==> src/rtl/cskip_pkg.sv <==
`default_nettype none
// ============================================================================
//  Module   : cskip_pkg
//  Purpose  : Shared types and sizing helpers for the sequential carry-skip
//             subtractor (state encoding, group count, top-group width,
//             skip-counter width).
//  Revision : 1.0 - initial release
// ============================================================================
package cskip_pkg;

  typedef enum logic [1:0] {
    IDLE = 2'd0,
    RUN  = 2'd1,
    DONE = 2'd2
  } state_t;

  // Number of GROUP-bit slices needed to cover WIDTH bits.
  function automatic int f_ngroups(input int width, input int group);
    return (width + group - 1) / group;
  endfunction

  // Bits actually populated in the most significant group.
  function automatic int f_top_width(input int width, input int group);
    return width - (f_ngroups(width, group) - 1) * group;
  endfunction

  // Skip counter must be able to hold the value NGROUPS.
  function automatic int f_skips_w(input int width, input int group);
    return $clog2(f_ngroups(width, group) + 1);
  endfunction

  localparam int c_SKIPS_W = f_skips_w(41, 4);

endpackage
`default_nettype wire

==> src/rtl/cskip_sub_grp.sv <==
`default_nettype none
// ============================================================================
//  Module   : cskip_sub_grp
//  Purpose  : Combinational GROUP-bit carry-skip slice. Adds a_g + nb_g + cin
//             over the bits enabled in valid_mask and bypasses the ripple
//             carry when every valid bit propagates.
//  Ports    : i_a_g, i_nb_g  - slice operands (nb is already inverted)
//             i_cin          - carry into the slice
//             i_valid_mask   - 1 for populated bits, 0 for pad bits
//             o_s_g          - slice sum (pad bits forced to 0)
//             o_cout         - slice carry out
//             o_skip         - propagate was all-ones on the valid bits
//  Revision : 1.0 - initial release
// ============================================================================
module cskip_sub_grp #(
  parameter int GROUP = 4
) (
  input  logic [GROUP-1:0] i_a_g,
  input  logic [GROUP-1:0] i_nb_g,
  input  logic             i_cin,
  input  logic [GROUP-1:0] i_valid_mask,
  output logic [GROUP-1:0] o_s_g,
  output logic             o_cout,
  output logic             o_skip
);

  logic [GROUP-1:0] w_hsum;
  logic [GROUP-1:0] w_prop;
  logic [GROUP-1:0] w_gen;
  logic [GROUP:0]   w_c;

  always_comb begin
    w_hsum = i_a_g ^ i_nb_g;
    // Pad bits act as pure propagate so the ripple carry passes straight
    // through them and the all-ones check only sees populated bits.
    w_prop = w_hsum | ~i_valid_mask;
    w_gen  = i_a_g & i_nb_g & i_valid_mask;
    w_c    = '0;
    w_c[0] = i_cin;
    for (int i = 0; i < GROUP; i++) begin
      w_c[i+1] = w_gen[i] | (w_prop[i] & w_c[i]);
    end
    o_s_g  = (w_hsum ^ w_c[GROUP-1:0]) & i_valid_mask;
    o_skip = &w_prop;
    o_cout = o_skip ? i_cin : w_c[GROUP];
  end

endmodule
`default_nettype wire

==> src/rtl/cskip_sub_seq.sv <==
`default_nettype none
// ============================================================================
//  Module   : cskip_sub_seq
//  Purpose  : Multi-cycle unsigned subtractor a - b = a + ~b + 1, one
//             carry-skip group per clock, with valid/ready on both sides.
//  Ports    : i_clk, i_rst          - clock, synchronous active-high reset
//             i_valid / o_ready     - operand handshake
//             i_sub_term1/2         - minuend a / subtrahend b
//             o_valid / i_ready     - result handshake
//             o_diff                - (a - b) mod 2^WIDTH
//             o_borrow              - a < b
//             o_skips               - groups whose carry was skipped
//  Revision : 1.0 - initial release
// ============================================================================
module cskip_sub_seq
  import cskip_pkg::*;
#(
  parameter int WIDTH = 41,
  parameter int GROUP = 4
) (
  input  logic                               i_clk,
  input  logic                               i_rst,
  input  logic                               i_valid,
  output logic                               o_ready,
  input  logic [WIDTH-1:0]                   i_sub_term1,
  input  logic [WIDTH-1:0]                   i_sub_term2,
  output logic                               o_valid,
  input  logic                               i_ready,
  output logic [WIDTH-1:0]                   o_diff,
  output logic                               o_borrow,
  output logic [f_skips_w(WIDTH, GROUP)-1:0] o_skips
);

  localparam int c_NGROUPS = f_ngroups(WIDTH, GROUP);
  localparam int c_TOP_W   = f_top_width(WIDTH, GROUP);
  localparam int c_SW      = f_skips_w(WIDTH, GROUP);
  localparam int c_GRP_W   = (c_NGROUPS > 1) ? $clog2(c_NGROUPS) : 1;
  localparam int c_PAD_W   = c_NGROUPS * GROUP;
  localparam logic [GROUP-1:0]   c_TOP_MASK = {GROUP{1'b1}} >> (GROUP - c_TOP_W);
  localparam logic [c_GRP_W-1:0] c_LAST_GRP = c_GRP_W'(c_NGROUPS - 1);

  state_t               r_state;
  state_t               w_state_nxt;
  logic [WIDTH-1:0]     r_a;
  logic [WIDTH-1:0]     r_nb;
  logic                 r_carry;
  logic [c_GRP_W-1:0]   r_grp;
  logic [WIDTH-1:0]     r_diff;
  logic                 r_borrow;
  logic [c_SW-1:0]      r_skips;

  logic                 w_accept;
  logic                 w_step;
  logic                 w_last;
  logic [c_PAD_W-1:0]   w_a_pad;
  logic [c_PAD_W-1:0]   w_nb_pad;
  logic [GROUP-1:0]     w_a_g;
  logic [GROUP-1:0]     w_nb_g;
  logic [GROUP-1:0]     w_mask;
  logic [GROUP-1:0]     w_s_g;
  logic                 w_cout;
  logic                 w_skip;

  // ---------------- FSM: state register ----------------
  always_ff @(posedge i_clk) begin
    if (i_rst) r_state <= IDLE;
    else       r_state <= w_state_nxt;
  end

  // ---------------- FSM: next state ----------------
  always_comb begin
    w_state_nxt = r_state;
    case (r_state)
      IDLE:    if (i_valid) w_state_nxt = RUN;
      RUN:     if (w_last)  w_state_nxt = DONE;
      DONE:    if (i_ready) w_state_nxt = IDLE;
      default: w_state_nxt = IDLE;
    endcase
  end

  // ---------------- FSM: outputs (decoded from the state register only) ----
  always_comb begin
    o_ready  = (r_state == IDLE);
    o_valid  = (r_state == DONE);
    w_accept = (r_state == IDLE) && i_valid;
    w_step   = (r_state == RUN);
    w_last   = (r_grp == c_LAST_GRP);
  end

  // ---------------- Operand mux for the shared slice ----------------
  assign w_a_pad  = c_PAD_W'(r_a);
  assign w_nb_pad = c_PAD_W'(r_nb);

  always_comb begin
    w_a_g  = '0;
    w_nb_g = '0;
    for (int g = 0; g < c_NGROUPS; g++) begin
      if (r_grp == c_GRP_W'(g)) begin
        w_a_g  = w_a_pad[g*GROUP +: GROUP];
        w_nb_g = w_nb_pad[g*GROUP +: GROUP];
      end
    end
    w_mask = w_last ? c_TOP_MASK : {GROUP{1'b1}};
  end

  cskip_sub_grp #(
    .GROUP (GROUP)
  ) u_grp (
    .i_a_g        (w_a_g),
    .i_nb_g       (w_nb_g),
    .i_cin        (r_carry),
    .i_valid_mask (w_mask),
    .o_s_g        (w_s_g),
    .o_cout       (w_cout),
    .o_skip       (w_skip)
  );

  // ---------------- Datapath registers ----------------
  always_ff @(posedge i_clk) begin
    if (i_rst) begin
      r_a      <= '0;
      r_nb     <= '0;
      r_carry  <= 1'b0;
      r_grp    <= '0;
      r_diff   <= '0;
      r_borrow <= 1'b0;
      r_skips  <= '0;
    end else if (w_accept) begin
      r_a     <= i_sub_term1;
      r_nb    <= ~i_sub_term2;
      r_carry <= 1'b1;           // the +1 of the two's-complement negation
      r_grp   <= '0;
      r_diff  <= '0;
      r_skips <= '0;
    end else if (w_step) begin
      for (int i = 0; i < WIDTH; i++) begin
        if (r_grp == c_GRP_W'(i / GROUP)) r_diff[i] <= w_s_g[i % GROUP];
      end
      r_carry <= w_cout;
      r_grp   <= r_grp + 1'b1;
      r_skips <= r_skips + c_SW'(w_skip);
      if (w_last) r_borrow <= ~w_cout;
    end
  end

  assign o_diff   = r_diff;
  assign o_borrow = r_borrow;
  assign o_skips  = r_skips;

endmodule
`default_nettype wire

==> config.mk <==
export PLATFORM = sky130hd
export DESIGN_NAME = cskip_sub_seq
export DESIGN_NICKNAME = d
export VERILOG_FILES = /design/src/rtl/cskip_pkg.sv /design/src/rtl/cskip_sub_grp.sv /design/src/rtl/cskip_sub_seq.sv
export SDC_FILE = /design/constraint.sdc
export NUM_CORES = 1
export LEC_CHECK = 0
export BUFFER_PORTS_ARGS = -buffer_cell sky130_fd_sc_hd__buf_4
export CORE_UTILIZATION = 49
export DETAILED_ROUTE_END_ITERATION = 16
export PLACE_DENSITY = 0.72
export SLEW_MARGIN = 15
export SYNTH_ARGS = -nofsm -noshare
export SYNTH_HDL_FRONTEND = slang
export SYNTH_SLANG_ARGS = --single-unit
==> constraint.sdc <==
create_clock -name i_clk -period 3.9 [get_ports i_clk]
set_input_delay 0 -clock i_clk [delete_from_list [all_inputs] [get_ports i_clk]]
set_output_delay 0 -clock i_clk [all_outputs]
set_load 0.01 [all_outputs]
==> results.txt, run 1 <==
Run status - finished clean
Reported leakage power - 3.56 nW
TritonCTS clock tree - built
Number of standard cells in the final layout excluding fillers - 1124
Top flip-flop cell by instance count after synthesis - sky130_fd_sc_hd__dfxtp_1
Kind of start point of the critical path - flop
Routed Wire Length - 18100 microns
Chip height - 113 microns
CTS root buffer - sky130_fd_sc_hd__clkbuf_16
Placed cell count - 1008
Number of clock sinks - 135
Total of max-cap violations - 0
DIE AREA - 12800 sq um
Share of cells above drive strength 1 - 0.201
DRC viols - 0
Time the final worst path needs with I/O delays and setup - 3660 ps
Total power per unit cell area - 416 nW/um^2
Net count after synthesis - 852
Post-DP HPWL - 11600 microns
Post-synthesis area per instance - 8.05 sq um
Launch point of the worst path - r_grp[0]
Buffers plus inverters on the worst setup path - 2
Maximum ir drop on the vdd rail - 0.293 mV
CTS clk-pin slew, worst paths - 60 ps
Worst-margin pin slew - 1160 ps
Crit-path slowest cell - sky130_fd_sc_hd__fa_1
Net count reported at finish - 1040
Sequential share of the synthesized area - 0.445
Area growth syn-to-layout - 41.3%
Global-route wire length before repair - 29300 microns
Hold slack - 210 ps
Number of global-route vias before repair - 6024
Total GRT Usage - 0.293
Core region area - 12100 sq um
Reg2Reg Launch Point - r_grp[0]
Final Wtd Congestion - 0.970
Reg-to-reg setup timing slack - 240 ps
Achievable frequency - 273 MHz
Die outline width - 113 microns
Worst setup skew after layout - 7.94 ps
Endpoints failing setup - 0
Clock buffers created by TritonCTS - 17
Number of flip-flops and latches in the synthesized netlist - 135
Initial standard-cell utilization of the core - 0.504
Number of primary I/O pins - 134
Hold/Removal Path Class - in -> reg
Async set-or-reset flop fraction in the synthesized netlist - 0
Detailed-router iteration count before antenna repair - 5
Final ANT Viol Nets - 0
Post-synth design cell area - 6080 sq um
Count of vias placed by the detailed router - 6234
Setup WS pre-CTS - 253 ps
Number of rows created at floorplan - 40
Congestion Overflow GR - 0
Gate Count Post-Synth - 755
Number of warnings issued by yosys - 0
Number of max-slew violations in the final report - 0
Final cell utilization of the core - 0.712
Number of DRC violations after detailed-routing iteration 0 - 457
I/O Buffers - 133
Largest net degree at the start of global routing - 125
Average detailed-routed wire length per instance - 16.1 microns
CP Max Fanout - 14
Required time of the critical path - 4180 ps
Final hold violations - 0
Clk Latency, worst-skew pair - 420 ps
Origin of the worst min-delay path - i_rst
Max incr delay on CP - 530 ps
Number of unique standard cell types used by synthesis - 54
CTS H-tree lvls - 4
Final worst-path cycle share - 0.939
Post-CTS setup buffers - 0
Critical Path, Cell by Cell - inv_1, ha_1, buf_4, a21oi_1, nor4b_1, a211oi_1, o21ai_0, fa_1, and4b_4, o211a_1, o311ai_4, o21ai_0
Largest delay share family, worst path - compound AO/OA/AOI/OAI gates
Smallest setup slack after layout - 238 ps
Remaining max-slew budget at the tightest pin - 0.226
Library cell appearing most often on the critical path - sky130_fd_sc_hd__o21ai_0
Worst EP arrival - 3940 ps
Classification of the worst setup path - reg -> reg
Initial antenna violation count - 0
Number of buffers on the longest clock path - 2
Via density per instance - 5.55
Number of flops mapped to enable cells by yosys - 0
Endpoint type of the worst setup path - flop
N_diodes - 0
## cells by family after synthesis
logic type               count (synthesis)  share of synthesized area
adder cells (fa/ha/maj)                 11                     0.0239
XOR/XNOR                                 6                    0.00865
buffers and inverters                   74                     0.0531
multiplexers                            18                     0.0297
flip-flops                             135                      0.445
AO/OA/AOI/OAI                          210                      0.209
AND/OR/NAND/NOR                        301                      0.231
## report_power, final
| group | leakage, nW | switching (mW) | internal, mW |
|---|---|---|---|
| sequential | 1.10 | 0.0469 | 1.44 |
| combinational | 2.16 | 0.239 | 0.216 |
| clock | 0.302 | 0.596 | 1.03 |
## cell usage after synthesis (all sizes together), types with 4 or more instances
master	n	area, sq um
a21oi	96	480
buf	30	156
mux2i	18	180
xor2	4	35.0
nand3	19	95.1
nor3b	5	42.5
and3	6	37.5
nor2	80	303
nand2	130	488
nand2b	10	62.6
clkbuf	33	125
a31oi	6	37.5
o31ai	6	45.0
ha	10	125
dfxtp	135	2700
inv	11	41.3
nor2b	11	68.8
nand3b	25	188
a211oi	46	345
o21ai	37	185
## cells in the final DEF (no fill, tap or decap), types with 9 or more instances in the layout
cell type,count
sky130_fd_sc_hd__a211oi_1,46
sky130_fd_sc_hd__a21oi_1,96
sky130_fd_sc_hd__buf_4,148
sky130_fd_sc_hd__clkbuf_16,17
sky130_fd_sc_hd__dfxtp_1,135
sky130_fd_sc_hd__dlygate4sd3_1,84
sky130_fd_sc_hd__ha_1,9
sky130_fd_sc_hd__inv_1,11
sky130_fd_sc_hd__mux2i_1,18
sky130_fd_sc_hd__nand2_1,129
sky130_fd_sc_hd__nand2b_1,10
sky130_fd_sc_hd__nand3_1,19
sky130_fd_sc_hd__nand3b_1,25
sky130_fd_sc_hd__nor2_1,79
sky130_fd_sc_hd__nor2b_1,11
sky130_fd_sc_hd__o21ai_0,36
## what timing repair did
action / in CTS / in global routing
hold buffers: 84 / 0
hold endpoints to repair: 84 / 0
resized for setup: 0 / 3
endpoints found under the setup margin: 0 / 17
## sequential cells by signal (all words and copies together), names as in the netlist
signal and count:
o_diff 41, r_a 41, r_nb 41, o_skips 4
r_grp 4, r_state 2, o_borrow 1, r_carry 1
## worst paths after layout
path | endpoint | cells past startpoint
worst max-delay path | o_diff[11] | 12
worst min-delay path | r_state[1] | 2
worst max register to register | o_diff[11] | 12
worst min register to register | r_a[29] | 2
## worst register-to-register path, cell delays in order, from the launching register on
cell	delay (ps)
sky130_fd_sc_hd__dfxtp_1	400
sky130_fd_sc_hd__inv_1	110
sky130_fd_sc_hd__ha_1	390
sky130_fd_sc_hd__buf_4	260
sky130_fd_sc_hd__a21oi_1	160
sky130_fd_sc_hd__nor4b_1	70
sky130_fd_sc_hd__a211oi_1	230
sky130_fd_sc_hd__o21ai_0	220
sky130_fd_sc_hd__fa_1	530
sky130_fd_sc_hd__and4b_4	250
sky130_fd_sc_hd__o211a_1	230
sky130_fd_sc_hd__o311ai_4	490
sky130_fd_sc_hd__o21ai_0	180
## area by class of cell
cell class | count | area [sq um]
fillers | 881 | 3480
multi-input cells | 546 | 3070
flip-flops and latches | 135 | 2700
repair buffers | 232 | 1950
clock buffers | 19 | 453
well taps | 168 | 210
clock inverters | 13 | 154
inverters | 11 | 41.3
## per-layer routing
| layer | global-route usage | up-vias | wire, microns |
|---|---|---|---|
| li1 | - | 2995 | - |
| met5 | 0 | - | 0 |
| met3 | 0.0584 | 54 | 1010 |
| met1 | 0.351 | 2922 | 7550 |
| met4 | 0.149 | 0 | 593 |
| met2 | 0.498 | 263 | 8930 |
## metrics by stage
step | cell area (sq um) | power [mW] | TNS [ps]
2_1_floorplan | 6080 | 1.74 | 0
3_3_place_gp | 7120 | 1.88 | 0
3_5_place_dp | 7120 | 1.89 | 0
4_1_cts | 8570 | 3.58 | 0
5_1_grt | 8590 | 3.70 | -37.0
6_report | 8590 | 3.57 | 0
No activity file was read; power rests on OpenSTA's default activity.
==> run 2, diff against run 1 <==
--- a/config.mk
+++ b/config.mk
@@ -5,10 +5,10 @@
 export SDC_FILE = /design/constraint.sdc
 export NUM_CORES = 1
 export LEC_CHECK = 0
-export BUFFER_PORTS_ARGS = -buffer_cell sky130_fd_sc_hd__buf_4
 export CORE_UTILIZATION = 49
 export DETAILED_ROUTE_END_ITERATION = 16
-export PLACE_DENSITY = 0.72
+export DONT_BUFFER_PORTS = 1
+export PLACE_DENSITY = 0.63
 export SLEW_MARGIN = 15
 export SYNTH_ARGS = -nofsm -noshare
 export SYNTH_HDL_FRONTEND = slang
==> results.txt, run 2 (synthesized netlist as in run 1, its figures left out) <==
Run status - finished clean
Termination of the worst setup path - o_skips[2]
Hold slack - 91.7 ps
Initial antenna violation count - 0
Post-CTS setup buffers - 0
Worst reg2reg path endpoint - o_skips[2]
Number of DRC violations after detailed-routing iteration 0 - 365
Classification of the worst setup path - reg -> reg
Number of buffers on the longest clock path - 2
DIE AREA - 12800 sq um
Final Wtd Congestion - 0.894
Endpoints failing setup - 0
Total of max-cap violations - 0
Share of cells above drive strength 1 - 0.0737
Required time of the critical path - 4200 ps
Time the final worst path needs with I/O delays and setup - 3580 ps
Kind of start point of the critical path - flop
Worst-margin pin slew - 826 ps
Fill cell instance count of the final layout - 1009
Endpoint type of the worst setup path - flop
Die outline width - 113 microns
RSZ-0062 raised after global routing - no
Number of primary I/O pins - 134
Achievable frequency - 279 MHz
Worst Reg2Reg Path Length in Cells - 15
Reg-to-reg setup timing slack - 320 ps
Hold/Removal Path Class - in -> reg
Number of global-route vias before repair - 5311
Global-route wire length before repair - 26900 microns
Total power per unit cell area - 463 nW/um^2
Worst EP arrival - 3880 ps
Total GRT Usage - 0.271
Number of rows created at floorplan - 40
Final ANT Viol Nets - 0
Via density per instance - 5.57
Average detailed-routed wire length per instance - 16.8 microns
Initial standard-cell utilization of the core - 0.504
CTS H-tree lvls - 4
Worst setup skew after layout - 6.69 ps
Tot Pwr - 3.55 mW
Final Cell Area - 7680 sq um
Count of vias placed by the detailed router - 5544
Number of max-slew violations in the final report - 0
Area growth syn-to-layout - 26.4%
Reg2Reg Launch Point - r_grp[0]
Core region area - 12100 sq um
DRC viols - 0
Reported leakage power - 2.94 nW
Clk Latency, worst-skew pair - 420 ps
CTS clk-pin slew, worst paths - 50 ps
Maximum ir drop on the vdd rail - 0.333 mV
Number of clock sinks - 135
Congestion Overflow GR - 0
CTS root buffer - sky130_fd_sc_hd__clkbuf_16
Net count reported at finish - 913
Clock buffers created by TritonCTS - 17
Remaining max-slew budget at the tightest pin - 0.447
Post-DP HPWL - 11000 microns
Launch point of the worst path - r_grp[0]
Final worst-path cycle share - 0.918
CP Max Fanout - 16
Detailed-router iteration count before antenna repair - 5
TritonCTS clock tree - built
Final-layout setup total negative slack - 0 ps
I/O Buffers - 0
Final hold violations - 0
Final cell utilization of the core - 0.637
Chip height - 113 microns
Standard cell area after detailed placement - 6150 sq um
Largest net degree at the start of global routing - 125
N_diodes - 0
Commonest non-fill, non-tap cells in the layout - sky130_fd_sc_hd__dfxtp_1, sky130_fd_sc_hd__nand2_1, sky130_fd_sc_hd__a21oi_1
Routed Wire Length - 16800 microns
Commonest non-fill, non-tap cell in the layout - sky130_fd_sc_hd__dfxtp_1
-- run 2: final cells by class --
class	instances	area, sq um	share of cell area
Clock buffer	22	474	0.0618
Clock inverter	9	148	0.0192
Inverter	11	41.3	0.00538
Multi-Input combinational cell	546	3080	0.401
Sequential cell	135	2700	0.352
Tap cell	168	210	0.0274
Timing Repair Buffer	105	1030	0.134
-- run 2: worst min path at each step --
| stage | start | end | slack (ps) | depth (start not counted) |
|---|---|---|---|---|
| 2_1_floorplan | i_sub_term2[17] | r_nb[17] | 100 | 1 |
| 3_3_place_gp | i_rst | r_nb[9] | 80 | 1 |
| 3_5_place_dp | i_rst | r_nb[9] | 80 | 1 |
| 4_1_cts | i_valid | r_a[40] | 80 | 4 |
| 5_1_grt | i_valid | r_a[14] | 110 | 4 |
| 6_report | i_valid | r_a[37] | 90 | 4 |
-- run 2: where the power goes --
part	switching [mW]	total, mW	internal [mW]	leakage, nW
clock network	0.565	1.68	1.11	0.306
registers	0.0473	1.49	1.45	1.10
logic	0.221	0.385	0.164	1.53
total	0.834	3.55	2.72	2.94
-- run 2: routing by layer --
| layer | up-vias | track usage | wire, microns |
|---|---|---|---|
| li1 | 2736 | - | - |
| met1 | 2606 | 0.346 | 7510 |
| met5 | - | 0 | 0 |
| met2 | 180 | 0.435 | 7980 |
| met4 | 0 | 0.105 | 326 |
| met3 | 22 | 0.0723 | 928 |
-- run 2: worst max-delay path, cell delays in order (launching register included) --
cell and delay [ps]:
sky130_fd_sc_hd__dfxtp_1 420, sky130_fd_sc_hd__inv_1 120, sky130_fd_sc_hd__ha_2 310, sky130_fd_sc_hd__or4_4 520
sky130_fd_sc_hd__a21oi_1 190, sky130_fd_sc_hd__o31ai_1 110, sky130_fd_sc_hd__a21oi_1 240, sky130_fd_sc_hd__ha_1 370
sky130_fd_sc_hd__and3_1 210, sky130_fd_sc_hd__o21ai_1 230, sky130_fd_sc_hd__inv_1 80, sky130_fd_sc_hd__ha_1 200
sky130_fd_sc_hd__ha_1 180, sky130_fd_sc_hd__nand2_1 70, sky130_fd_sc_hd__xor2_1 160, sky130_fd_sc_hd__nor2_1 50
-- run 2: what timing repair did --
| item | CTS | global route |
|---|---|---|
| gates resized for setup | 0 | 5 |
| hold endpoints to repair | 90 | 0 |
| setup endpoints to repair | 0 | 23 |
| hold buffers | 87 | 0 |
-- run 2: stage by stage --
stage / instances / setup WS (ps)
3_3_place_gp: 878 / 273
6_report: 996 / 321
5_1_grt: 996 / 85.8
3_5_place_dp: 878 / 133
2_1_floorplan: 755 / 876
4_1_cts: 996 / 113
==> run 3, diff against run 2 <==
--- a/config.mk
+++ b/config.mk
@@ -6,6 +6,7 @@
 export NUM_CORES = 1
 export LEC_CHECK = 0
 export CORE_UTILIZATION = 49
+export CTS_BUF_LIST = sky130_fd_sc_hd__clkbuf_16
 export DETAILED_ROUTE_END_ITERATION = 16
 export DONT_BUFFER_PORTS = 1
 export PLACE_DENSITY = 0.63
==> results.txt, run 3 (synthesized netlist as in run 1, its figures left out) <==
Hold/Removal Path Class - in -> reg
Worst EP arrival - 3900 ps
Number of max-slew violations in the final report - 0
Required time of the critical path - 4250 ps
Net count reported at finish - 913
Commonest non-fill, non-tap cell in the layout - sky130_fd_sc_hd__dfxtp_1
Final Wtd Congestion - 0.894
Largest net degree at the start of global routing - 125
Run status - finished clean
CTS clk-pin slew, worst paths - 60 ps
Final ANT Viol Nets - 0
Initial antenna violation count - 0
Post-DP HPWL - 11000 microns
Number of clock sinks - 135
Remaining max-slew budget at the tightest pin - 0.393
Final-layout setup total negative slack - 0 ps
Placed cell count - 878
DRC viols - 0
Clk Latency, worst-skew pair - 420 ps
Time the final worst path needs with I/O delays and setup - 3550 ps
Final worst-path cycle share - 0.909
Clock buffers created by TritonCTS - 17
RSZ-0062 raised after global routing - no
Share of cells above drive strength 1 - 0.0688
Detailed-router iteration count before antenna repair - 5
Kind of start point of the critical path - flop
Number of primary I/O pins - 134
Standard cell area after detailed placement - 6150 sq um
Classification of the worst setup path - reg -> reg
I/O Buffers - 0
Count of vias placed by the detailed router - 5556
Post-CTS setup buffers - 0
Switching power as a share of total power - 0.239
Number of DRC violations after detailed-routing iteration 0 - 395
Maximum ir drop on the vdd rail - 0.335 mV
Die outline width - 113 microns
Routed Wire Length - 16800 microns
Achievable frequency - 282 MHz
CTS root buffer - sky130_fd_sc_hd__clkbuf_16
Congestion Overflow GR - 0
Clock network fraction of total power - 0.462
Number of standard cells in the final layout excluding fillers - 996
Smallest setup slack after layout - 354 ps
Endpoint type of the worst setup path - flop
Total of max-cap violations - 0
Number of global-route vias before repair - 5382
N_diodes - 0
Total power per unit cell area - 456 nW/um^2
Chip height - 113 microns
Setup WS pre-CTS - 133 ps
CP Max Fanout - 17
TritonCTS clock tree - built
Total GRT Usage - 0.272
Combinational Power Share - 0.110
CTS H-tree lvls - 4
Number of buffers on the longest clock path - 2
Average detailed-routed wire length per instance - 16.9 microns
P_int - 2.65 mW
Switching Power - 832 uW
Commonest non-fill, non-tap cells in the layout - sky130_fd_sc_hd__dfxtp_1, sky130_fd_sc_hd__nand2_1, sky130_fd_sc_hd__a21oi_1
Number of rows created at floorplan - 40
Final Cell Area - 7640 sq um
Area occupied by registers - 2700 sq um
Reported leakage power - 2.92 nW
DIE AREA - 12800 sq um
Initial standard-cell utilization of the core - 0.504
Sequential share of power - 0.428
Area growth syn-to-layout - 25.8%
Final hold violations - 0
Worst-margin pin slew - 904 ps
Via density per instance - 5.58
Endpoints failing setup - 0
Core region area - 12100 sq um
Tot Pwr - 3.49 mW
Fill cell instance count of the final layout - 1016
Footprint of the multi-input gates - 3070 sq um
Global-route wire length before repair - 27100 microns
Worst setup skew after layout - 7.20 ps
[run 3: cell types whose count changed in the layout (fill, tap and decap cells not counted), sizes merged]
cell	delta
inv	+2
clkbuf	-5
clkinv	+3
[run 3: worst max-delay path: stages, from the launching register on]
cell and delay [ps]:
sky130_fd_sc_hd__dfxtp_1 430, sky130_fd_sc_hd__ha_2 420, sky130_fd_sc_hd__buf_4 230, sky130_fd_sc_hd__nor3b_1 70
sky130_fd_sc_hd__o31ai_1 270, sky130_fd_sc_hd__o211ai_1 140, sky130_fd_sc_hd__o21ai_0 430, sky130_fd_sc_hd__fa_1 340
sky130_fd_sc_hd__a21oi_1 100, sky130_fd_sc_hd__xnor2_1 720, sky130_fd_sc_hd__nand3b_1 180, sky130_fd_sc_hd__a21oi_1 160
[run 3: power groups by stage]
stage | Combinational [mW] | Clock (mW) | Sequential, mW
2_1_floorplan | 0.239 | 0 | 1.50
4_1_cts | 0.376 | 1.64 | 1.49
5_1_grt | 0.426 | 1.70 | 1.50
3_5_place_dp | 0.287 | 0 | 1.52
3_3_place_gp | 0.281 | 0 | 1.52
6_report | 0.383 | 1.61 | 1.49
[run 3: area by class of cell]
type	instances	area share
tap	168	0.0275
timing repair buffer	105	0.134
sequential	135	0.354
multi-input combinational	546	0.402
inverter	11	0.00540
clock buffer	17	0.0557
clock inverter	14	0.0218
[run 3: timing repair]
item                                    4_1_cts  5_1_grt
resized for setup                             0        4
endpoints found under the setup margin        0       23
endpoints found under the hold margin        92        0
hold buffers                                 87        0
[run 3: path summary, 6_finish.rpt]
check	startpoint	to	slack, ps	cells after the start
worst max-delay path	r_grp[0]	o_diff[18]	350	11
worst min-delay path	i_valid	r_a[37]	90	4
worst max register to register	r_grp[0]	o_diff[18]	350	11
worst min register to register	r_a[14]	r_a[14]	460	2
[run 3: stage by stage]
stage	hold slack [ps]	util
after floorplan	95.6	-
after global placement	82.1	0.510
after detailed placement	81.2	0.510
after CTS	73.7	0.632
after global routing	117	0.634
final	91.3	0.634
[run 3: routing by layer]
metal / track usage / wire, microns
met5: 0 / 0
met3: 0.0707 / 972
met1: 0.346 / 7480
met4: 0.109 / 348
met2: 0.440 / 8030
